--- src/rtl/cs_pkg.sv ---
// Shared constants for the CS result path and its output buffer.
package cs_pkg;

  localparam int CS_Y_W    = 10;
  localparam int CS_WARMUP = 9;

  // Width of a counter that must hold the value n; never narrower than one bit.
  function automatic int cnt_width(input int n);
    return (n < 1) ? 1 : $clog2(n + 1);
  endfunction

endpackage

--- src/rtl/cs_sync_fifo.sv ---
// Show-ahead synchronous FIFO: registered head word, explicit level counter.
module cs_sync_fifo #(
  parameter int W     = 10,
  parameter int DEPTH = 8
) (
  input  logic                         clk,
  input  logic                         reset,
  input  logic                         push,
  input  logic                         pop,
  input  logic [W-1:0]                 din,
  output logic [W-1:0]                 dout,
  output logic                         full,
  output logic                         empty,
  output logic [$clog2(DEPTH+1)-1:0]   level
);

  localparam int AW = $clog2(DEPTH);
  localparam int LW = $clog2(DEPTH + 1);

  logic [W-1:0]  mem [DEPTH];
  logic [AW-1:0] rd_ptr;
  logic [AW-1:0] wr_ptr;
  logic [AW-1:0] rd_next;
  logic          do_push;
  logic          do_pop;
  logic          bypass;

  assign full    = (level == LW'(DEPTH));
  assign empty   = (level == '0);
  assign do_pop  = pop && !empty && !reset;
  assign do_push = push && !reset && (!full || do_pop);
  assign rd_next = do_pop ? rd_ptr + AW'(1) : rd_ptr;
  // Incoming word becomes the head directly when nothing older survives this edge.
  assign bypass  = do_push && (empty || (level == LW'(1) && do_pop));

  always_ff @(posedge clk) begin
    if (do_push) mem[wr_ptr] <= din;
  end

  always_ff @(posedge clk) begin
    if (reset) begin
      rd_ptr <= '0;
      wr_ptr <= '0;
      level  <= '0;
      dout   <= '0;
    end else begin
      if (do_push) wr_ptr <= wr_ptr + AW'(1);
      rd_ptr <= rd_next;
      if (do_push && !do_pop)      level <= level + LW'(1);
      else if (do_pop && !do_push) level <= level - LW'(1);
      dout <= bypass ? din : mem[rd_next];
    end
  end

endmodule

--- src/rtl/cs_out_buf.sv ---
// Output buffer for the CS result stream: discards the warm-up samples, then
// buffers one sample per cycle for a ready/valid consumer with a sticky drop flag.
module cs_out_buf
  import cs_pkg::*;
#(
  parameter int W      = CS_Y_W,
  parameter int DEPTH  = 8,
  parameter int WARMUP = CS_WARMUP
) (
  input  logic                         clk,
  input  logic                         reset,
  input  logic [W-1:0]                 Y,
  output logic [W-1:0]                 out_data,
  output logic                         out_valid,
  input  logic                         out_ready,
  output logic [$clog2(DEPTH+1)-1:0]   level,
  output logic                         overflow
);

  localparam int CW = cnt_width(WARMUP);

  logic [CW-1:0] warm_cnt;
  logic          warm_done;
  logic          full;
  logic          empty;
  logic          drop;

  assign warm_done = (warm_cnt == CW'(WARMUP));
  assign out_valid = !empty;
  // When full the buffer is never empty, so a pop is exactly out_ready.
  assign drop      = warm_done && full && !out_ready;

  always_ff @(posedge clk) begin
    if (reset)           warm_cnt <= '0;
    else if (!warm_done) warm_cnt <= warm_cnt + CW'(1);
  end

  always_ff @(posedge clk) begin
    if (reset)     overflow <= 1'b0;
    else if (drop) overflow <= 1'b1;
  end

  cs_sync_fifo #(
    .W     (W),
    .DEPTH (DEPTH)
  ) u_fifo (
    .clk   (clk),
    .reset (reset),
    .push  (warm_done),
    .pop   (out_ready),
    .din   (Y),
    .dout  (out_data),
    .full  (full),
    .empty (empty),
    .level (level)
  );

endmodule
--- config.mk ---
export PLATFORM = sky130hd
export DESIGN_NAME = cs_out_buf
export DESIGN_NICKNAME = d
export VERILOG_FILES = /design/src/rtl/cs_pkg.sv /design/src/rtl/cs_sync_fifo.sv /design/src/rtl/cs_out_buf.sv
export SDC_FILE = /design/constraint.sdc
export NUM_CORES = 1
export LEC_CHECK = 0
export BUFFER_PORTS_ARGS = -buffer_cell sky130_fd_sc_hd__buf_2
export CELL_PAD_IN_SITES_DETAIL_PLACEMENT = 0
export CELL_PAD_IN_SITES_GLOBAL_PLACEMENT = 1
export CORE_AREA = 3 3 74 145
export DETAILED_ROUTE_END_ITERATION = 16
export DIE_AREA = 0 0 77 148
export PLACE_DENSITY = 0.84
export SLEW_MARGIN = 10
export SYNTH_ARGS = -nofsm -noshare
export SYNTH_HDL_FRONTEND = slang
export SYNTH_SLANG_ARGS = --single-unit
--- constraint.sdc ---
create_clock -name clk -period 3.5 [get_ports clk]
set_input_delay 0.175 -clock clk [delete_from_list [all_inputs] [get_ports clk]]
set_output_delay 0.175 -clock clk [all_outputs]
set_load 0.03 [all_outputs]
==> results.yml <==
status:
  status: "completed"
logic_synthesis:
  syn_nets: 412
  ys_async_sr_fraction_pct: 0
  ys_seq_elements: 105
  post-synth-top-area-cell: "edfxtp_1"
  syn_area_um2: 4700
  avgSynthCellArea_um2: 12.05
  synth_warnings: 0
  synthTopCellsByArea: "edfxtp_1 51%, dfxtp_1 11%, a211oi_1 3.4%"
  synth.top_cell.area_share_pct: 51.12
  synth_cells: 390
  ys_seq_area_share_pct: 61.77
  yosysUniqueCellTypes: 43
  synth_flop_cell: "edfxtp_1"
  synth_edf_count: 80
layout:
  final_nets: 444
  area_growth_pct: 13.39
  utilization_pct: 54.58
  drive_above_1_share_pct: 16.16
  final_area_um2: 5329
  diodes: 0
job:
  cap_viol_max_count: 0
clock_network:
  clkTransAtPathRegs_ns: 0.06
  cts_tree: "done"
  ctsResizeCount: 0
  clkSinkCount: 105
  root_buffer: "clkbuf_16"
  clock_latency_ns: 0.34
  post_cts_buffers: 0
  holdBufCountCts: 0
  htreeDepth: 3
  cts_buffer_depth: 2
  cts_buffers: 9
global_route:
  grt_max_degree: 33
  grt_pass1_vias: 3208
  antenna_found_initial: 0
  gr-total-overflow: 0
  grt_pass1_wl_um: 15990
  grt_usage_pct: 18.04
drt:
  drc_errors: 0
  wirelength_um: 9734
  wl_per_cell_um: 17.41
  first_pass_iters: 5
  wl_met3_um: 276
  drtAntennaViolNets: 0
  wl_met2_um: 5439
  via_per_inst: 5.499
  vias: 3074
  drt_iter0_markers: 176
  routedLengthMet1_um: 3759
  top_layer: "met4"
power_and_ir_drop:
  worst_ir_drop_vdd_mv: 0.3976
  leakage_uw: 0.001881
  power_density_nw_per_um2: 495.2
worst_setup_path:
  path_max_fanout: 7
  max_stage_delay_ns: 0.44
  path_cells: "inv_1, ha_1, nor4bb_1, or3_1, inv_2, ha_1, or4_1, a21oi_1, xnor2_1, nor2_1"
  slowest_stage: "nor4bb_1"
  critPathLaunchType: "register"
  arrival_ns: 2.92
  crit_path_frequent_cell: "ha_1"
  endpoint_kind: "register"
  crit_type: "register to register"
  required_ns: 3.72
worst_hold_path:
  hp-class: "input port to register"
die:
  placementRows: 51
  die-area_um2: 11400
  num_io_pins: 29
  core_area_um2: 9763
  fp.dieW_um: 77
  start_util_pct: 48.14
  dieHeight_um: 148
timing:
  holdWs_ns: 0.1318
  layout_worst_path_cycle_share_pct: 77.11
  tns_ns: 0
  finalMaxSlewViolations: 0
  min_period_ns: 2.699
  rsz0062_at_grt: "false"
  setup_viol: 0
  hold_viol: 0
  max_slew_margin_pct: 38.18
  fin_worst_skew_ns: 0.007706
  worst_pin_slew_ns: 0.9015
  max_freq_mhz: 370.5
place:
  dpl_cell_area_um2: 5012
  gp_congestion: 0.8127
  dpl.hpwl_um: 7290
  portBuffers: 28
==> state kept, by name, indices dropped and copies added, names as in the netlist <==
name,cells
u_fifo.level,4
u_fifo.dout,10
u_fifo.wr_ptr,3
u_fifo.rd_ptr,3
warm_cnt,4
overflow,1
u_fifo.mem,80
==> placed cells by master (no fill, tap or decap), types with 2 or more instances in the layout <==
master      n
a21oi_1     8
nand2b_1   24
xnor2_1     3
nor3_1      5
mux2i_1     3
nand3b_1    4
o21ai_0    11
a22oi_1    10
inv_2       2
clkbuf_8    2
mux2_2      2
a211oi_1   21
inv_1       3
a21boi_0   10
clkinv_4    3
xor2_1      5
or3_1       3
o31ai_1    20
nand3_1    12
clkbuf_16   9
and3_1     21
ha_1        9
a32o_1     10
dfxtp_1    25
nand2_1    37
buf_4      15
buf_2      28
edfxtp_1   80
nor2_1     26
==> area by class of cell <==
type / instances / area, µm²
fill: 846 / 4434
sequential: 105 / 2903
multi-input combinational: 258 / 1673
clock buffer: 11 / 252.7
timing repair buffer: 43 / 252.7
tap: 132 / 165.2
clock inverter: 5 / 63.81
inverter: 5 / 18.77
==> worst paths after layout <==
check | slack (ns) | cells after the start | endpoint | start
worst min-delay path | 0.13 | 1 | u_fifo.mem[2][5] | Y[5]
worst min register to register | 0.52 | 2 | overflow | overflow
worst max register to register | 0.80 | 10 | u_fifo.level[3] | u_fifo.level[0]
worst max-delay path | 0.80 | 10 | u_fifo.level[3] | u_fifo.level[0]
==> per-stage QoR <==
step | cells | setup slack [ns] | total power [µW]
after floorplan | 390 | 0.5136 | 1564
after global placement | 543 | 0.9362 | 1643
after detailed placement | 543 | 0.8159 | 1651
after CTS | 559 | 0.8145 | 2669
after global routing | 559 | 0.6006 | 2744
final | 559 | 0.8011 | 2639
==> synth_stat cells, drive strengths merged (2+ instances only) <==
cell / number
a22oi: 10
a21boi: 11
dfxtp: 25
nand3b: 4
a211oi: 21
ha: 9
mux2: 2
or3: 3
inv: 5
nand2b: 24
o21ai: 13
mux2i: 3
nor3: 6
a21oi: 8
nand3: 12
a32o: 10
xnor2: 3
buf: 13
o31ai: 20
nand2: 38
nor2: 26
edfxtp: 80
and3: 21
clkbuf: 9
xor2: 5
==> critical path, delay by kind of cell, from the launching register on <==
kind	cells	cell delay, ns
adder cells (fa/ha/maj)	2	0.45
AND/OR/NAND/NOR	4	1.21
flip-flops	1	0.38
XOR/XNOR	1	0.14
AO/OA/AOI/OAI	1	0.19
buffers and inverters	2	0.22
==> where the power goes <==
| group | total, µW | switching [µW] | internal, µW |
|---|---|---|---|
| Clock | 1020 | 421 | 597 |
| Sequential | 1380 | 18.9 | 1360 |
| Combinational | 244 | 167 | 76.5 |
| Total | 2640 | 608 | 2030 |
==> kinds of logic (layout without fill, tap and decap cells) <==
kind of cell	after synthesis	after routing	share of synthesized area, %
xor+xnor	8	8	1.491
simple gates	141	141	15.58
flops	105	105	61.77
mux	5	5	1.118
fa+ha+maj	9	9	2.396
buf+inv	27	64	2.849
compound gates	95	95	14.80
==> metal layers <==
metal | GRT usage [%] | vias up
li1 | - | 1535
met1 | 19.53 | 1461
met2 | 33.13 | 60
met3 | 3.293 | 18
met4 | 9.091 | 0
met5 | 0 | -
(Power assumes the default switching activity.)
